$ cat config.mk
export PLATFORM = sky130hd
export DESIGN_NAME = scope_capture_ctrl_flat
export DESIGN_NICKNAME = d
export VERILOG_FILES = /design/src/rtl/scope_capture_ctrl_if.sv /design/src/rtl/scope_capture_ctrl.sv /design/src/flat_wrapper.sv
export SDC_FILE = /design/constraint.sdc
export NUM_CORES = 1
export LEC_CHECK = 0
export ABC_AREA = 0
export ABC_CLOCK_PERIOD_IN_PS = 4730
export BUFFER_PORTS_ARGS = -buffer_cell sky130_fd_sc_hd__buf_2
export CAP_MARGIN = 20
export CORE_UTILIZATION = 40
export CTS_BUF_LIST = sky130_fd_sc_hd__clkbuf_4 sky130_fd_sc_hd__clkbuf_8
export DETAILED_ROUTE_END_ITERATION = 8
export MAX_ROUTING_LAYER = met4
export SYNTH_ARGS = -nofsm -noshare
export SYNTH_HDL_FRONTEND = slang
export SYNTH_SLANG_ARGS = --single-unit
$ cat constraint.sdc
create_clock -name CLOCK_50 -period 4.73 [get_ports CLOCK_50]
set_input_delay 0.2365 -clock CLOCK_50 [delete_from_list [all_inputs] [get_ports CLOCK_50]]
set_output_delay 0.2365 -clock CLOCK_50 [all_outputs]
set_load 0.02 [all_outputs]
$ cat src/rtl/scope_capture_ctrl_if.sv
// scope_capture_ctrl_if -- bundle of the sample, trigger, control, buffer-write
// and status signals of the oscilloscope capture controller.
// The master side drives samples and controls; the slave side is the
// controller itself and drives the buffer write port and the status outputs.

interface scope_capture_ctrl_if #(
   parameter int AW = 11,
   parameter int SW = 19
);

   logic                 sample_valid;
   logic signed [SW-1:0] sample;
   logic signed [SW-1:0] trig_level;
   logic                 trig_rise;
   logic                 arm;
   logic                 single;
   logic                 vsync_n;

   logic                 wr_en;
   logic        [AW-1:0] wr_addr;
   logic signed [SW-1:0] wr_data;
   logic        [AW-1:0] rd_base;
   logic                 frame_ready;
   logic                 auto_trig;
   logic          [2:0]  state;

   modport master (
      output sample_valid, sample, trig_level, trig_rise, arm, single, vsync_n,
      input  wr_en, wr_addr, wr_data, rd_base, frame_ready, auto_trig, state
   );

   modport slave (
      input  sample_valid, sample, trig_level, trig_rise, arm, single, vsync_n,
      output wr_en, wr_addr, wr_data, rd_base, frame_ready, auto_trig, state
   );

endinterface

$ cat src/rtl/scope_capture_ctrl.sv
// scope_capture_ctrl -- oscilloscope capture controller.
// Streams samples into a circular DEPTH-entry buffer, keeps PRE samples of
// history ahead of an edge trigger, fills the rest of the buffer after the
// trigger and then holds the frame for the display until the next vertical
// sync (continuous mode) or the next arm pulse (single-shot mode).
// Optional feature: define SCOPE_AUTO_TRIG_EN to force a trigger after
// AUTO_TMO valid samples spent waiting in ARMED; auto_trig flags such frames.

module scope_capture_ctrl #(
   parameter int DEPTH    = 1280,
   parameter int AW       = 11,
   parameter int SW       = 19,
   parameter int PRE      = 256,
   parameter int AUTO_TMO = 65536
) (
   input  logic              CLOCK_50,
   input  logic              reset,
   scope_capture_ctrl_if.slave bus
);

   typedef enum logic [2:0] {
      IDLE  = 3'd0,
      FILL  = 3'd1,
      ARMED = 3'd2,
      POST  = 3'd3,
      DONE  = 3'd4
   } CaptureState;

   localparam logic [AW-1:0] DEPTH_LAST      = AW'(DEPTH - 1);
   localparam logic [AW-1:0] PRE_ADDR        = AW'(PRE);
   localparam logic [AW-1:0] PRE_LAST        = AW'(PRE - 1);
   localparam logic [AW-1:0] POST_LAST       = AW'(DEPTH - PRE - 2);
   localparam logic [AW-1:0] DEPTH_MINUS_PRE = AW'(DEPTH - PRE);

   CaptureState          state_q, state_d;
   logic        [AW-1:0] wrPtr_q, wrPtr_d;
   logic        [AW-1:0] preCnt_q, preCnt_d;
   logic        [AW-1:0] postCnt_q, postCnt_d;
   logic signed [SW-1:0] prev_q, prev_d;
   logic        [AW-1:0] rdBase_q, rdBase_d;
   logic                 wrEn_q, wrEn_d;
   logic        [AW-1:0] wrAddr_q, wrAddr_d;
   logic signed [SW-1:0] wrData_q, wrData_d;
   logic                 vsyncPrev_q;

   logic                 vsyncFall;
   logic                 riseHit;
   logic                 fallHit;
   logic                 crossHit;
   logic                 autoFire;
   logic                 enterFill;
   logic                 fireTrig;
   logic        [AW-1:0] wrPtrNext;
   logic        [AW-1:0] trigBase;

   // Edge detection on the display sync and the signed level-crossing tests.
   // The previous sample is the last valid one seen since the capture began,
   // so idle cycles between valid samples never create a false crossing.
   always_comb begin
      vsyncFall = vsyncPrev_q & ~bus.vsync_n;
      riseHit   = (prev_q < bus.trig_level) && (bus.sample >= bus.trig_level);
      fallHit   = (prev_q > bus.trig_level) && (bus.sample <= bus.trig_level);
      crossHit  = bus.trig_rise ? riseHit : fallHit;
   end

   // Pointer arithmetic: the circular write pointer advance and the address
   // of the oldest retained pre-trigger sample if the current write triggers.
   always_comb begin
      wrPtrNext = (wrPtr_q == DEPTH_LAST) ? '0 : wrPtr_q + AW'(1);
      if (wrPtr_q >= PRE_ADDR) begin
         trigBase = wrPtr_q - PRE_ADDR;
      end else begin
         trigBase = wrPtr_q + DEPTH_MINUS_PRE;
      end
   end

   // Next-state logic for the capture FSM together with the buffer write
   // port. Every valid sample in FILL, ARMED or POST is written at the
   // current pointer; the write strobe is registered so it appears one
   // cycle after the qualifying sample. Counters only move on valid samples.
   always_comb begin
      state_d   = state_q;
      wrPtr_d   = wrPtr_q;
      preCnt_d  = preCnt_q;
      postCnt_d = postCnt_q;
      prev_d    = prev_q;
      rdBase_d  = rdBase_q;
      wrEn_d    = 1'b0;
      wrAddr_d  = wrAddr_q;
      wrData_d  = wrData_q;
      enterFill = 1'b0;
      fireTrig  = 1'b0;

      if (((state_q == FILL) || (state_q == ARMED) || (state_q == POST)) &&
          bus.sample_valid) begin
         wrEn_d   = 1'b1;
         wrAddr_d = wrPtr_q;
         wrData_d = bus.sample;
         wrPtr_d  = wrPtrNext;
         prev_d   = bus.sample;
      end

      case (state_q)
         IDLE: begin
            if (bus.arm) begin
               state_d   = FILL;
               wrPtr_d   = '0;
               preCnt_d  = '0;
               postCnt_d = '0;
               enterFill = 1'b1;
            end
         end
         FILL: begin
            if (bus.sample_valid) begin
               if (preCnt_q == PRE_LAST) begin
                  state_d = ARMED;
               end else begin
                  preCnt_d = preCnt_q + AW'(1);
               end
            end
         end
         ARMED: begin
            if (bus.sample_valid && (crossHit || autoFire)) begin
               fireTrig  = 1'b1;
               state_d   = POST;
               postCnt_d = '0;
               rdBase_d  = trigBase;
            end
         end
         POST: begin
            if (bus.sample_valid) begin
               if (postCnt_q == POST_LAST) begin
                  state_d = DONE;
               end else begin
                  postCnt_d = postCnt_q + AW'(1);
               end
            end
         end
         DONE: begin
            if ((vsyncFall && !bus.single) || (bus.single && bus.arm)) begin
               state_d   = FILL;
               preCnt_d  = '0;
               postCnt_d = '0;
               enterFill = 1'b1;
            end
         end
         default: begin
            state_d = IDLE;
         end
      endcase
   end

   // State, pointer, history and write-port registers with synchronous reset.
   // The sync history resets high so a low vsync_n right after reset is not
   // mistaken for a falling edge.
   always_ff @(posedge CLOCK_50) begin
      if (reset) begin
         state_q     <= IDLE;
         wrPtr_q     <= '0;
         preCnt_q    <= '0;
         postCnt_q   <= '0;
         prev_q      <= '0;
         rdBase_q    <= '0;
         wrEn_q      <= 1'b0;
         wrAddr_q    <= '0;
         wrData_q    <= '0;
         vsyncPrev_q <= 1'b1;
      end else begin
         state_q     <= state_d;
         wrPtr_q     <= wrPtr_d;
         preCnt_q    <= preCnt_d;
         postCnt_q   <= postCnt_d;
         prev_q      <= prev_d;
         rdBase_q    <= rdBase_d;
         wrEn_q      <= wrEn_d;
         wrAddr_q    <= wrAddr_d;
         wrData_q    <= wrData_d;
         vsyncPrev_q <= bus.vsync_n;
      end
   end

`ifdef SCOPE_AUTO_TRIG_EN
   localparam int           TW        = $clog2(AUTO_TMO + 1);
   localparam logic [TW-1:0] TMO_LIMIT = TW'(AUTO_TMO);

   logic [TW-1:0] tmoCnt_q;
   logic          autoTrig_q;

   assign autoFire = (tmoCnt_q == TMO_LIMIT);

   // Timeout counter: counts valid samples that reach ARMED without a
   // trigger and saturates at the limit, which forces the next valid sample
   // to trigger. Outside ARMED it is held at zero.
   always_ff @(posedge CLOCK_50) begin
      if (reset) begin
         tmoCnt_q <= '0;
      end else if (state_q != ARMED) begin
         tmoCnt_q <= '0;
      end else if (bus.sample_valid && !fireTrig && (tmoCnt_q != TMO_LIMIT)) begin
         tmoCnt_q <= tmoCnt_q + TW'(1);
      end
   end

   // Auto-trigger flag: set when a frame was forced by the timeout, cleared
   // by a natural trigger and by every new acquisition start.
   always_ff @(posedge CLOCK_50) begin
      if (reset) begin
         autoTrig_q <= 1'b0;
      end else if (enterFill) begin
         autoTrig_q <= 1'b0;
      end else if (fireTrig) begin
         autoTrig_q <= ~crossHit;
      end
   end

   assign bus.auto_trig = autoTrig_q;
`else
   logic unusedAutoTrig;

   assign autoFire       = 1'b0;
   assign bus.auto_trig  = 1'b0;
   assign unusedAutoTrig = enterFill ^ fireTrig ^ (AUTO_TMO > 0);
`endif

   assign bus.wr_en       = wrEn_q;
   assign bus.wr_addr     = wrAddr_q;
   assign bus.wr_data     = wrData_q;
   assign bus.rd_base     = rdBase_q;
   assign bus.frame_ready = (state_q == DONE);
   assign bus.state       = state_q;

endmodule
$ cat src/flat_wrapper.sv
// flat-port wrapper written by rule: the top's interface ports become plain ports
module scope_capture_ctrl_flat 
#(
   parameter int DEPTH    = 1280,
   parameter int AW       = 11,
   parameter int SW       = 19,
   parameter int PRE      = 256,
   parameter int AUTO_TMO = 65536
)
  (CLOCK_50, reset, bus_sample_valid, bus_sample, bus_trig_level, bus_trig_rise, bus_arm, bus_single, bus_vsync_n, bus_wr_en, bus_wr_addr, bus_wr_data, bus_rd_base, bus_frame_ready, bus_auto_trig, bus_state);
  scope_capture_ctrl_if #(.AW(AW), .SW(SW)) bus_i ();
  input  logic CLOCK_50;
  input  logic reset;
  input wire logic [$bits(bus_i.sample_valid)-1:0] bus_sample_valid;
  input wire logic [$bits(bus_i.sample)-1:0] bus_sample;
  input wire logic [$bits(bus_i.trig_level)-1:0] bus_trig_level;
  input wire logic [$bits(bus_i.trig_rise)-1:0] bus_trig_rise;
  input wire logic [$bits(bus_i.arm)-1:0] bus_arm;
  input wire logic [$bits(bus_i.single)-1:0] bus_single;
  input wire logic [$bits(bus_i.vsync_n)-1:0] bus_vsync_n;
  output wire logic [$bits(bus_i.wr_en)-1:0] bus_wr_en;
  output wire logic [$bits(bus_i.wr_addr)-1:0] bus_wr_addr;
  output wire logic [$bits(bus_i.wr_data)-1:0] bus_wr_data;
  output wire logic [$bits(bus_i.rd_base)-1:0] bus_rd_base;
  output wire logic [$bits(bus_i.frame_ready)-1:0] bus_frame_ready;
  output wire logic [$bits(bus_i.auto_trig)-1:0] bus_auto_trig;
  output wire logic [$bits(bus_i.state)-1:0] bus_state;
  assign bus_i.sample_valid = bus_sample_valid;
  assign bus_i.sample = bus_sample;
  assign bus_i.trig_level = bus_trig_level;
  assign bus_i.trig_rise = bus_trig_rise;
  assign bus_i.arm = bus_arm;
  assign bus_i.single = bus_single;
  assign bus_i.vsync_n = bus_vsync_n;
  assign bus_wr_en = bus_i.wr_en;
  assign bus_wr_addr = bus_i.wr_addr;
  assign bus_wr_data = bus_i.wr_data;
  assign bus_rd_base = bus_i.rd_base;
  assign bus_frame_ready = bus_i.frame_ready;
  assign bus_auto_trig = bus_i.auto_trig;
  assign bus_state = bus_i.state;
  scope_capture_ctrl #(.DEPTH(DEPTH), .AW(AW), .SW(SW), .PRE(PRE), .AUTO_TMO(AUTO_TMO)) u_core (.CLOCK_50(CLOCK_50), .reset(reset), .bus(bus_i));
endmodule
Word-level counts from Yosys, hierarchy flattened:

Index checks and enable logic that the tools add are counted.

* add/sub/neg operators: 5
* $lt $le $gt $ge: 5
* equality and inequality tests: 16
* mux-type cells: 24
* bitwise logic cells: 2
* reductions and logical operators: 17

Operators by type and width (count)
* 11-bit 2-to-1 mux: 12
* 11-bit case mux with 4 select lines: 1
* 11-bit by 1-bit adder with 11-bit output, second input constant: 3
* 11-bit case mux with 3 select lines: 1
* 3-bit 2-to-1 mux: 7
* 19-bit >= comparator: 1
* 19-bit greater-than comparator: 1
* 19-bit <= comparator: 1
* 19-bit less-than comparator: 1
* 2-bit != test, second input constant: 8
* 3-bit case mux with 5 select lines: 1
* 11-bit adder, second input constant: 1
* 11-bit by 10-bit equality test with 1-bit output, second input constant: 1
* 11-bit equality test, second input constant: 1
* 11-bit by 8-bit equality test with 1-bit output, second input constant: 1
* 11-bit by 9-bit >= comparator with 1-bit output, second input constant: 1
* 11-bit by 9-bit subtractor with 11-bit output, second input constant: 1
* 7-bit AND reduction: 1
* 3-bit by 2-bit equality test with 1-bit output, second input constant: 2
* 1-bit logical AND: 6
* 6-bit AND reduction: 1
* 5-bit AND reduction: 1
* 4-bit nonzero test: 1
* 3-bit by 1-bit equality test with 1-bit output, second input constant: 1
* other kinds (10): 13

* register bits: 79
* input port bits: 45
* output and inout port bits: 47

Depth between registers and ports, before layout:

Gate-level depths: netlist (run 1).

* word-level depth: 7
* mapped depth: 12

Worst setup path after synthesis (run 1):

OpenSTA, ideal clock, no wires.

* path kind: reg-to-reg
* start point: register u_core.prev_q[8]
* end point: register u_core.postCnt_q[1]
* library setup time: 67 ps
* arrival: 2493 ps
* data required time: 4663 ps
* slack: 2170 ps
* stages on the path, launching flop included: 11
* path through: dfxtp_1 > ha_1 > a211oi_1 > nor2_1 > o31ai_1 > o2111ai_1 > a21bo_2 > and2_1 > o211a_2 > or3_1 > a21oi_2

* longest elaborated chain between the ends: 6
* elaborated cells between the ends (all ways): 8

RTL lines
* from (decl): line scope_capture_ctrl.sv:39 `logic signed [SW-1:0] prev_q, prev_d;`
* from (signal assigned): line scope_capture_ctrl.sv:173 `prev_q <= prev_d;`
* 19-bit greater-than comparator / 19-bit less-than comparator (equally long branches): line scope_capture_ctrl.sv:62, scope_capture_ctrl.sv:61
* 1-bit logical AND (on tied branches): line scope_capture_ctrl.sv:62, scope_capture_ctrl.sv:61
* 1-bit 2-to-1 mux (*): line scope_capture_ctrl.sv:63 `crossHit = bus.trig_rise ? riseHit : fallHit;`
* 1-bit logical AND (*): line scope_capture_ctrl.sv:123 `if (bus.sample_valid && (crossHit || autoFire)) begin`
* 2-bit != test (no source line) (*)
* 6-bit AND reduction (no source line) (*)
* to (signal assigned): line scope_capture_ctrl.sv:172 `postCnt_q <= postCnt_d;`
* to (decl): line scope_capture_ctrl.sv:38 `logic [AW-1:0] postCnt_q, postCnt_d;`

Mark *: on every way between the ends. The rest lies on a longest branch, timed or not.
A chain may end at the register's enable or synchronous reset.

Worst setup path in the final report (run 1):

* start point: register u_core.prev_q[8]
* end point: register u_core.rdBase_q[9], in the netlist u_core.bus.rd_base[9]

* longest elaborated chain between the ends: 5
* elaborated cells between the ends (all ways): 7

RTL lines
* 19-bit greater-than comparator / 19-bit less-than comparator (equally long branches): line scope_capture_ctrl.sv:62, scope_capture_ctrl.sv:61
* 1-bit logical AND (on tied branches): line scope_capture_ctrl.sv:62, scope_capture_ctrl.sv:61
* 1-bit 2-to-1 mux (*): line scope_capture_ctrl.sv:63
* 1-bit logical AND (*): line scope_capture_ctrl.sv:123
* 2-bit AND reduction (no source line) (*)
* to (signal assigned): line scope_capture_ctrl.sv:174 `rdBase_q <= rdBase_d;`
* to (decl): line scope_capture_ctrl.sv:40 `logic [AW-1:0] rdBase_q, rdBase_d;`

Marks and branches as above.

==> results of run 1 <==
[layout make-up]
cell class / count / area, um^2
Fill cell: 1086 / 5630
Tap cell: 140 / 175
Sequential cell: 79 / 1580
Timing Repair Buffer: 92 / 465
Inverter: 35 / 131
Clock inverter: 5 / 42.5
Multi-Input combinational cell: 414 / 2620
Clock buffer: 11 / 145
[Yosys cell counts, drive strengths merged (2+ instances only)]
cell and instances:
o21ai 18, dfxtp 79, nand3 12, and2 3, clkbuf 17, nor3 11, and3 6, o31ai 4
nand4 13, nor2b 4, xnor2 9, nand2 97, a31oi 5, nand3b 3, xor2 9, and4 2
nor2 51, a21boi 2, inv 35, o211ai 8, or2 2, buf 4, a21oi 51, o2111ai 2
a211oi 6, o21a 2, mux2i 12, nor4 4, o311ai 2, nand2b 2, or3 6, nor3b 3
ha 47
[path summary, 6_finish.rpt]
| check | startpoint | to | slack (ns) |
|---|---|---|---|
| worst min-delay path | bus_vsync_n | u_core.vsyncPrev_q$_SDFF_PP1_ | 0.09 |
| worst max register to register | u_core.prev_q[8]$_SDFFE_PP0P_ | u_core.bus.rd_base[9]$_SDFFE_PP0P_ | 1.49 |
| worst max-delay path | u_core.prev_q[8]$_SDFFE_PP0P_ | u_core.bus.rd_base[9]$_SDFFE_PP0P_ | 1.49 |
| worst min register to register | u_core.bus.wr_addr[2]$_SDFFE_PP0P_ | u_core.bus.wr_addr[2]$_SDFFE_PP0P_ | 0.46 |
[power breakdown]
| part | total (mW) | internal [mW] | switching [mW] |
|---|---|---|---|
| registers | 0.744 | 0.699 | 0.0440 |
| clock network | 0.482 | 0.216 | 0.267 |
| logic | 0.397 | 0.141 | 0.255 |
[per-stage QoR]
stage / hold slack (ns) / cell area, um^2 / util
6_report: 0.0901 / 5160 / 0.478
4_1_cts: 0.0741 / 5160 / 0.478
3_3_place_gp: 0.443 / 4970 / 0.461
3_5_place_dp: 0.446 / 4970 / 0.461
2_1_floorplan: 0.343 / 4420 / -
5_1_grt: 0.0833 / 5160 / 0.478
[cells in the final DEF (no fill, tap or decap), types with 2 or more instances in the layout]
| cell type | n |
|---|---|
| a21oi_1 | 50 |
| buf_4 | 2 |
| a21boi_0 | 2 |
| a31oi_1 | 5 |
| nor3_1 | 10 |
| and4_1 | 2 |
| nand2b_1 | 2 |
| o21a_1 | 2 |
| nand3_1 | 12 |
| o31ai_1 | 4 |
| nor4_1 | 3 |
| xor2_1 | 9 |
| nor2_1 | 51 |
| nand2_1 | 97 |
| nor2b_1 | 4 |
| mux2i_1 | 12 |
| inv_1 | 35 |
| xnor2_1 | 9 |
| o2111ai_1 | 2 |
| or3_1 | 6 |
| clkbuf_8 | 10 |
| o211ai_1 | 8 |
| nand4_1 | 13 |
| clkinv_4 | 3 |
| and2_1 | 3 |
| a211oi_1 | 6 |
| buf_2 | 90 |
| dfxtp_1 | 79 |
| o21ai_0 | 18 |
| and3_1 | 6 |
| nand3b_1 | 3 |
| ha_1 | 47 |
[kinds of logic (layout without fill, tap and decap cells)]
group	Yosys count	after routing	synth area share
and+or+nand+nor	224	224	0.238
AOI/OAI and AO/OA	112	112	0.157
xor gates and xnor gates	18	18	0.0357
muxes	12	12	0.0272
other	1	1	0.000848
adders and majority gates	47	47	0.133
DFF	79	79	0.358
buffers and inverters	56	143	0.0507
[routing by layer]
metal	up-vias	routed length, um	GRT usage
li1	2075	-	-
met1	1891	5060	0.244
met2	83	4940	0.325
met3	8	469	0.0383
met4	0	95	0.0568
met5	-	0	-
[flip-flops by register name, summed over array words and instances (netlist names)]
name                count
u_core.bus.wr_en        1
u_core.prev_q          19
u_core.bus.state        3
u_core.postCnt_q       11
u_core.bus.rd_base     11
u_core.wrPtr_q         11
u_core.vsyncPrev_q      1
u_core.bus.wr_addr     11
u_core.preCnt_q        11
==> results by group, run 1 <==
Floorplan
  • IO Count: 92
  • Starting Density: 0.410
  • Die width: 107 um
  • Core area: 10800 um^2
  • Num rows: 38
  • Die ar.: 11500 um^2
  • Die Y: 107 um

Yosys
  • Seq/Total Area, Yosys: 0.358
  • Share of the synthesized area in the top cell type: 0.358
  • Gate Count Post-Synth: 549
  • Synth async-reset ratio: 0
  • Ys Warns: 0
  • Syn nets: 641
  • Post-synth EDFFs: 0
  • Netlist Area Pre-Place: 4420 um^2
  • Yosys cell types: 59
  • Syn Area/Cell: 8.05 um^2
  • #FFs+latches synth: 79
  • Leading area contributor after synthesis: dfxtp_1
  • Largest cells by area after synthesis: dfxtp_1 36%, ha_1 13%, nand2_1 8.2%
  • Ys flop type: dfxtp_1

STA
  • Final worst slack: 1.49 ns
  • Hold Fails Final Rpt: 0
  • Final period utilization: 0.684
  • Max Slew Vio Count: 0
  • Relative slew slack: 0.347
  • Clock Skew: 0.0168 ns
  • Final setup fails: 0
  • Min Tclk post-route: 3.24 ns
  • Unrepaired setup endpoints after global routing: no
  • Achievable Freq: 0.309 GHz
  • Tightest Pin Transition: 0.979 ns
  • Setup TNS: 0 ns

Clocking
  • Maximum clock path buffer count: 2
  • Clock Sinks: 79
  • Clock Latency Late Sink: 0.36 ns
  • CTS tree: yes
  • Resized cells post-CTS: 0
  • Clock root cell: clkbuf_8
  • CTS Buf Count: 9
  • Hold buffer count at CTS: 0
  • Post-CTS Setup Inserts: 0
  • Htree depth: 3
  • Worst-path clk slew: 0.10 ns

Detailed routing
  • Vias per cell: 5.23
  • Iter 0 DRT Violations: 171
  • Vias: 4057
  • Drt wl/cell: 13.6 um
  • DRT antenna net count: 0
  • Drt first pass iters: 4
  • Routed wire length: 10600 um
  • Post-route DRC: 0

Worst setup path
  • Critical Path Fanout Max: 13
  • Critical path cell sequence: ha_1, a211oi_1, nor2_1, o31ai_1, o2111ai_1, a21bo_2, o22ai_2, nand3_1, or3_1, a21oi_1
  • CP Capture Type: flip-flop
  • Slowest cell on the critical path: or3_1
  • CP top delay family: compound AO/OA/AOI/OAI gates
  • CP bufs+invs: 0
  • Worst path required time: 5.01 ns
  • Max incr delay on CP: 0.54 ns
  • Critical path launch point type: flip-flop
  • R2R depth: 10
  • CP arrival: 3.52 ns
  • Setup CP Type: reg2reg
  • Critical path depth: 10

Cells and area
  • ANT cells: 0
  • Share of cells above drive strength 1: 0.189
  • Fin nets: 723
  • Area grow syn2layout: 16.8%
  • Post-route insts no fill: 776

Hold path
  • Hold Path Depth: 2
  • Hold WC Path Type: in2reg

Flow run
  • Max_cap viols: 0

Place
  • Port bufs: 90
  • Dpl ws: 1.43 ns
  • Placed cell count: 760
  • RD Place Congestion: 0.849
  • Hpwl dp: 7750 um

Pwr
  • Design Power: 1.62 mW
  • Pwr dens: 314 nW/um^2
  • Worst vdd ir: 0.000161 V
  • Leak: 2.26 nW

Global route
  • Vias in the first global route: 3872
  • Total Routing Usage GR: 0.197
  • Largest net degree at the start of global routing: 52
  • Initial antenna violation count: 0
  • First-pass GRT wire length: 17600 um
  • GRT overflow: 0

Status
  • Status: completed
Power figures use the tool's default switching activity.
==> inputs of run 2 (changes only) <==
--- a/config.mk
+++ b/config.mk
@@ -6,7 +6,7 @@
 export NUM_CORES = 1
 export LEC_CHECK = 0
 export ABC_AREA = 0
-export ABC_CLOCK_PERIOD_IN_PS = 4730
+export ABC_CLOCK_PERIOD_IN_PS = 2890
 export BUFFER_PORTS_ARGS = -buffer_cell sky130_fd_sc_hd__buf_2
 export CAP_MARGIN = 20
 export CORE_UTILIZATION = 40
==> constraint.sdc (replaced) <==
create_clock -name CLOCK_50 -period 2.89 [get_ports CLOCK_50]
set_input_delay 0.1445 -clock CLOCK_50 [delete_from_list [all_inputs] [get_ports CLOCK_50]]
set_output_delay 0.1445 -clock CLOCK_50 [all_outputs]
set_load 0.02 [all_outputs]
==> run 2 against run 1 <==
  * Core utilization up 0.70 points
  * Clock power grew 78%
  * Register-to-register slack got worse by 1.3 ns
  * Via count grew 0.37%
  * Clock skew fell by 0.0094 ns
  * Hold slack got worse by 0.054 ns
  * Combinational power increased by 77%
  * Global-route usage grew 0.87 points
  * Flip-flop and latch count stayed put
  * Non-clock buffer count grew 6
  * Worst setup slack worse by 1.3 ns
  * Critical endpoint is now u_core.postCnt_q[1]$_SDFFE_PP0P_
==> results by group, run 2 (synthesized netlist as in run 1, its figures left out) <==
Detailed routing
  • DRT antenna net count: 0 (unchanged)
  • Iter 0 DRT Violations: 176 (+2.9%)
  • Vias per cell: 5.21 (-0.40%)
  • Post-route DRC: 0 (unchanged)
  • Routed wire length: 11100 um (+5.3%)
  • Drt wl/cell: 14.2 um (+4.5%)
  • Drt first pass iters: 4 (unchanged)
  • Vias: 4072 (+0.37%)

STA
  • Final period utilization: 0.945 (+0.261)
  • Tightest Pin Transition: 0.922 ns (-0.0569 ns)
  • Setup TNS: 0 ns (unchanged)
  • Clock Skew: 0.00738 ns (-0.00938 ns)
  • Unrepaired setup endpoints after global routing: no
  • Hold Fails Final Rpt: 0 (unchanged)
  • Relative slew slack: 0.369 (+0.0221)
  • Achievable Freq: 0.366 GHz (+19%)
  • Max Slew Vio Count: 0 (unchanged)
  • Final setup fails: 0 (unchanged)
  • Min Tclk post-route: 2.73 ns (-0.505 ns)

Worst setup path
  • R2R depth: 10 (unchanged)
  • FF-to-FF End: u_core.postCnt_q[1]$_SDFFE_PP0P_
  • CP arrival: 3.02 ns (-0.50 ns)
  • CP Capture Type: flip-flop
  • CP bufs+invs: 0 (unchanged)
  • Max incr delay on CP: 0.41 ns (-0.13 ns)
  • Critical path launch point type: flip-flop
  • Worst path required time: 3.18 ns (-1.83 ns)
  • Slowest cell on the critical path: a2111o_1
  • Critical Path Fanout Max: 7 (-6)
  • Reg-to-Reg Start: u_core.prev_q[18]$_SDFFE_PP0P_
  • Setup CP Type: reg2reg
  • Critical path cell sequence: ha_1, nand4_1, nor3_2, a21oi_1, or2_1, a2111o_1, o21a_1, o211a_2, or3_1, a21oi_2
  • Worst Setup SP: u_core.prev_q[18]$_SDFFE_PP0P_
  • CP top delay family: simple AND/OR/NAND/NOR gates
  • Flop2flop setup slack: 0.16 ns (-1.33 ns)

Hold path
  • Hold WC Path Type: in2reg
  • Worst Hold Path EP: u_core.prev_q[0]$_SDFFE_PP0P_
  • Launch point of the worst hold path: bus_sample[0]
  • Hold Path Depth: 3 (+1)

Global route
  • Vias in the first global route: 3892 (+0.52%)
  • Met2 usage in global routing: 0.338 (+0.0134)
  • Total Routing Usage GR: 0.206 (+0.00872)
  • Met1 Use GR: 0.252 (+0.00742)
  • First-pass GRT wire length: 18300 um (+3.7%)
  • GRT overflow: 0 (unchanged)
  • Layer with the highest usage: met2
  • Met3 Use GR: 0.0401 (+0.00182)
  • Largest net degree at the start of global routing: 37 (-29%)
  • Initial antenna violation count: 0 (unchanged)

Cells and area
  • Top reg by flops: u_core.prev_q
  • Commonest non-fill, non-tap cell in the layout: nand2_1
  • Share of cells above drive strength 1: 0.198 (+0.00914)
  • Max FFs per register: 19 (unchanged)
  • Number of fill cells in the layout: 1048 (-3.5%)
  • Commonest non-fill, non-tap cells in the layout: 97 x nand2_1, 90 x buf_2, 79 x dfxtp_1
  • Area grow syn2layout: 18.5%
  • Fin nets: 729 (+0.83%)
  • Cell area after layout: 5240 um^2 (+1.5%)
  • ANT cells: 0 (unchanged)
  • Utilization after layout: 0.485 (+0.00696)

Pwr
  • Pwr dens: 525 nW/um^2 (+67%)
  • Worst vdd ir: 0.000269 V (+67%)
  • Leak: 2.29 nW (+1.2%)

Status
  • Status: completed

Place
  • Hpwl dp: 8260 um (+6.6%)
  • Port bufs: 90 (unchanged)
  • RD Place Congestion: 0.831 (-2.1%)
  • DP Area: 5010 um^2 (+0.75%)

Clocking
  • Post-CTS Setup Inserts: 0 (unchanged)
  • CTS tree: yes
  • Clock Sinks: 79 (unchanged)
  • Htree depth: 3 (unchanged)
  • Clock root cell: clkbuf_8
  • CTS Buf Count: 9 (unchanged)
  • Worst-path clk slew: 0.09 ns (about the same)
  • Maximum clock path buffer count: 2 (unchanged)
  • Clock Latency Late Sink: 0.36 ns (about the same)

Floorplan
  • Die width: 107 um (unchanged)
  • Die Y: 107 um (unchanged)
  • Starting Density: 0.410 (unchanged)
  • Die ar.: 11500 um^2 (unchanged)
  • Core area: 10800 um^2 (unchanged)
  • Num rows: 38 (unchanged)
  • IO Count: 92 (unchanged)

Flow run
  • Max_cap viols: 0 (unchanged)
## run 2: metal layers
layer  up-vias  share of wire
met5         -              0
met4         0          0.016
met3        12          0.047
met2        87           0.47
met1      1887           0.47
li1       2086              -
## run 2: how the worst max path moves through the flow
stage	end	slack [ns]	cells past startpoint
final	u_core.postCnt_q[1]$_SDFFE_PP0P_	0.16	10
after detailed placement	u_core.bus.rd_base[9]$_SDFFE_PP0P_	0.18	12
after global placement	u_core.postCnt_q[1]$_SDFFE_PP0P_	0.28	10
after CTS	u_core.bus.rd_base[8]$_SDFFE_PP0P_	0.18	10
after floorplan	u_core.postCnt_q[1]$_SDFFE_PP0P_	0.33	10
after global routing	u_core.bus.rd_base[6]$_SDFFE_PP0P_	0.005	11
## run 2: repair_timing
action,CTS,global route
setup endpoints to repair,0,10
hold buffers,1,0
gates resized for setup,0,2
endpoints found under the hold margin,1,0
## run 2: final cells by class
cell class | count | area [um^2] | area share
sequential | 79 | 1580 | 0.302
clock inverter | 7 | 80.1 | 0.0153
clock buffer | 9 | 124 | 0.0237
tap | 140 | 175 | 0.0334
multi-input combinational | 414 | 2630 | 0.503
timing repair buffer | 98 | 513 | 0.0979
inverter | 35 | 131 | 0.0251
## run 2: stage by stage
step	setup slack [ns]	power [mW]	cells	hold WS, ns
6_report	0.159	2.75	782	0.0356
3_3_place_gp	0.285	1.90	765	0.357
3_5_place_dp	0.178	1.91	765	0.361
5_1_grt	0.00547	2.92	782	0.0215
2_1_floorplan	0.330	1.68	549	0.251
4_1_cts	0.183	2.77	782	0.0260
## run 2: tightest hold or removal path, stage by stage
cell     delay (ns)
buf_2          0.10
nand2_1        0.05
a21oi_1        0.05
## run 2: report_power, final
group / switching, mW / leakage (nW) / internal (mW)
registers: 0.0452 / 0.638 / 1.14
logic: 0.457 / 1.56 / 0.245
clock network: 0.450 / 0.0964 / 0.408
total: 0.952 / 2.29 / 1.80
==> inputs of run 3 (changes only) <==
--- a/config.mk
+++ b/config.mk
@@ -6,13 +6,14 @@
 export NUM_CORES = 1
 export LEC_CHECK = 0
 export ABC_AREA = 0
-export ABC_CLOCK_PERIOD_IN_PS = 2890
+export ABC_CLOCK_PERIOD_IN_PS = 2670
 export BUFFER_PORTS_ARGS = -buffer_cell sky130_fd_sc_hd__buf_2
 export CAP_MARGIN = 20
 export CORE_UTILIZATION = 40
 export CTS_BUF_LIST = sky130_fd_sc_hd__clkbuf_4 sky130_fd_sc_hd__clkbuf_8
 export DETAILED_ROUTE_END_ITERATION = 8
 export MAX_ROUTING_LAYER = met4
+export SLEW_MARGIN = 20
 export SYNTH_ARGS = -nofsm -noshare
 export SYNTH_HDL_FRONTEND = slang
 export SYNTH_SLANG_ARGS = --single-unit
==> constraint.sdc (replaced) <==
create_clock -name CLOCK_50 -period 2.67 [get_ports CLOCK_50]
set_input_delay 0.1335 -clock CLOCK_50 [delete_from_list [all_inputs] [get_ports CLOCK_50]]
set_output_delay 0.1335 -clock CLOCK_50 [all_outputs]
set_load 0.02 [all_outputs]
==> run 3 against run 2 <==
  * Clock skew is 0.0033 ns higher
  * Global-route usage is 0.079 points lower
  * Register-to-register slack worse by 0.05 ns
  * Final cell count is 1.8% higher
  * Via count is 1.8% higher
  * Die area stayed put
  * Flip-flop and latch count stayed put
  * Clock-buffer cell count is 2 higher
  * Critical path depth stayed put
  * Power is 17% higher
  * Largest power group unchanged
==> results by group, run 3 (synthesized netlist as in run 1, its figures left out) <==
Worst setup path
  • CP bufs+invs: 0 (unchanged)
  • Setup CP Type: reg2reg
  • Critical Path Fanout Max: 4 (-3)
  • CP top delay family: compound AO/OA/AOI/OAI gates
  • CP Capture Type: flip-flop
  • Reg-to-Reg Start: u_core.prev_q[2]$_SDFFE_PP0P_
  • Critical path cell sequence: ha_1, a21oi_2, a211oi_1, o31ai_2, o2111ai_2, a2111o_1, o21a_1, o211a_4, or3_4, a21oi_2
  • Critical Path Most Common Cell: a21oi_2
  • Slowest cell on the critical path: a2111o_1
  • R2R depth: 10 (unchanged)
  • Flop2flop setup slack: 0.11 ns (-0.05 ns)
  • Critical path launch point type: flip-flop
  • Max incr delay on CP: 0.44 ns (+0.03 ns)
  • CP arrival: 2.85 ns (-0.17 ns)
  • Worst path required time: 2.96 ns (-0.22 ns)
  • Critical path depth: 10 (unchanged)
  • FF-to-FF End: u_core.postCnt_q[1]$_SDFFE_PP0P_

Cells and area
  • Commonest non-fill, non-tap cell in the layout: nand2_1
  • Area grow syn2layout: 24.7%
  • Share of cells above drive strength 1: 0.242 (+0.0446)
  • Fin nets: 743 (+1.9%)
  • Max FFs per register: 19 (unchanged)
  • Number of fill cells in the layout: 1046 (-0.19%)
  • Cell area after layout: 5510 um^2 (+5.2%)
  • Commonest non-fill, non-tap cells in the layout: 97 x nand2_1, 90 x buf_2, 74 x dfxtp_1
  • ANT cells: 0 (unchanged)
  • Top reg by flops: u_core.prev_q

Hold path
  • Hold Path Depth: 3 (unchanged)
  • Launch point of the worst hold path: bus_sample[7]
  • Hold WC Path Type: in2reg
  • Worst Hold Path EP: u_core.prev_q[7]$_SDFFE_PP0P_

Pwr
  • Pwr dens: 584 nW/um^2 (+11%)
  • Sw Ratio: 0.315 (-0.0307)
  • Int Power: 2.20 mW (+22%)
  • Combinational power share: 0.260 (+0.005)
  • Leak: 2.39 nW (+4.3%)
  • Clock network fraction of design power: 0.338 (+0.026)
  • Share of power burned in registers: 0.402 (-0.031)
  • Worst vdd ir: 0.000464 V (+73%)
  • Design Power: 3.22 mW (+17%)
  • NetSw: 1.01 mW (+6.6%)

Clocking
  • Clock root cell: clkbuf_8
  • Worst-path clk slew: 0.09 ns (about the same)
  • Clock Latency Late Sink: 0.36 ns (about the same)
  • Htree depth: 3 (unchanged)
  • Maximum clock path buffer count: 2 (unchanged)
  • CTS tree: yes
  • CTS Buf Count: 9 (unchanged)
  • Clock Sinks: 79 (unchanged)

Global route
  • Total Routing Usage GR: 0.205 (-0.000793)
  • First-pass GRT wire length: 18200 um (-0.34%)
  • Largest net degree at the start of global routing: 36 (-2.7%)
  • Initial antenna violation count: 0 (unchanged)
  • Vias in the first global route: 3963 (+1.8%)
  • GRT overflow: 0 (unchanged)

STA
  • Clock Skew: 0.0107 ns (+0.00329 ns)
  • Hold Fails Final Rpt: 0 (unchanged)
  • Min Tclk post-route: 2.56 ns (-0.167 ns)
  • Achievable Freq: 0.390 GHz (+6.5%)
  • WHS: 0.0208 ns (-0.0148 ns)
  • Relative slew slack: 0.557 (+0.188)
  • Final period utilization: 0.960 (+0.0153)
  • Final worst slack: 0.106 ns (-0.0529 ns)
  • Max Slew Vio Count: 0 (unchanged)
  • Final setup fails: 0 (unchanged)
  • Tightest Pin Transition: 0.648 ns (-0.275 ns)

Floorplan
  • Die Y: 107 um (unchanged)
  • Starting Density: 0.410 (unchanged)
  • Die ar.: 11500 um^2 (unchanged)
  • Core area: 10800 um^2 (unchanged)
  • Die width: 107 um (unchanged)
  • IO Count: 92 (unchanged)
  • Num rows: 38 (unchanged)

Detailed routing
  • DRT antenna net count: 0 (unchanged)
  • Drt first pass iters: 5 (+1)
  • Drt wl/cell: 14.0 um (-1.3%)
  • Post-route DRC: 0 (unchanged)
  • Vias: 4147 (+1.8%)
  • Iter 0 DRT Violations: 177 (+0.57%)
  • Routed wire length: 11200 um (+0.51%)
  • Vias per cell: 5.21 (about the same)

Flow run
  • Max_cap viols: 0 (unchanged)

Place
  • Hpwl dp: 8300 um (+0.54%)
  • RD Place Congestion: 0.852 (+2.5%)
  • Dpl ws: -0.0433 ns (-0.221 ns)
  • Port bufs: 90 (unchanged)
  • DP Area: 5110 um^2 (+1.9%)

Status
  • Status: completed
## run 3: cell count changes in the layout (fill, tap and decap cells not counted), sizes merged
cell | before | now
buf | 97 | 111
bufinv | 1 | 3
clkbuf | 9 | 11
inv | 37 | 35
clkinv | 2 | 1
clkinvlp | 2 | 1
## run 3: metal layers
layer / wire (um) / track usage / vias to the layer above
li1: - / - / 2114
met1: 5300 / 0.259 / 1939
met3: 453 / 0.0255 / 11
met4: 142 / 0.0763 / 0
met2: 5280 / 0.335 / 83
met5: 0 / - / -
## run 3: worst register-to-register path: cells and delay by family (launching register included)
kind                       cells  cell delay [ns]
DFF                            1             0.32
adders and majority gates      1             0.34
and+or+nand+nor                1             0.32
AOI/OAI and AO/OA              8             1.54
## run 3: area by class of cell
cell class	count	area (um^2)	area share
clock buffers	11	139	0.0252
flip-flops and latches	79	1590	0.288
well taps	140	175	0.0318
clock inverters	5	106	0.0193
repair buffers	112	618	0.112
inverters	35	131	0.0238
multi-input cells	414	2750	0.500
## run 3: worst max path at each step
stage | start | end | slack [ns]
final | u_core.prev_q[2]$_SDFFE_PP0P_ | u_core.postCnt_q[1]$_SDFFE_PP0P_ | 0.11
after global placement | bus_trig_level[18] | u_core.bus.rd_base[8]$_SDFFE_PP0P_ | 0.04
after floorplan | u_core.prev_q[8]$_SDFFE_PP0P_ | u_core.postCnt_q[1]$_SDFFE_PP0P_ | 0.11
after detailed placement | bus_trig_level[18] | u_core.postCnt_q[1]$_SDFFE_PP0P_ | -0.04
after global routing | u_core.prev_q[12]$_SDFFE_PP0P_ | u_core.postCnt_q[1]$_SDFFE_PP0P_ | -0.04
after CTS | u_core.prev_q[12]$_SDFFE_PP0P_ | u_core.bus.rd_base[9]$_SDFFE_PP0P_ | 0.01
## run 3: metrics by stage
stage / util / cells / TNS (ns)
after global placement: 0.473 / 778 / 0
after floorplan: - / 549 / 0
after CTS: 0.497 / 795 / 0
final: 0.511 / 796 / 0
after detailed placement: 0.473 / 778 / -0.132
after global routing: 0.511 / 796 / -0.165
## run 3: power groups by stage
stage               Combinational [mW]  Clock, mW  Sequential [mW]
global route                     0.929       1.16             1.30
detailed placement               0.791          0             1.31
global placement                 0.777          0             1.31
floorplan                        0.450          0             1.37
finish                           0.836       1.09             1.29
CTS                              0.797       1.12             1.28
## run 3: timing repair
item                                    CTS  global route
endpoints found under the setup margin    0            25
hold buffers                              1             0
gates resized for setup                   0            25
endpoints found under the hold margin     1             0
buffers inserted                          0             1
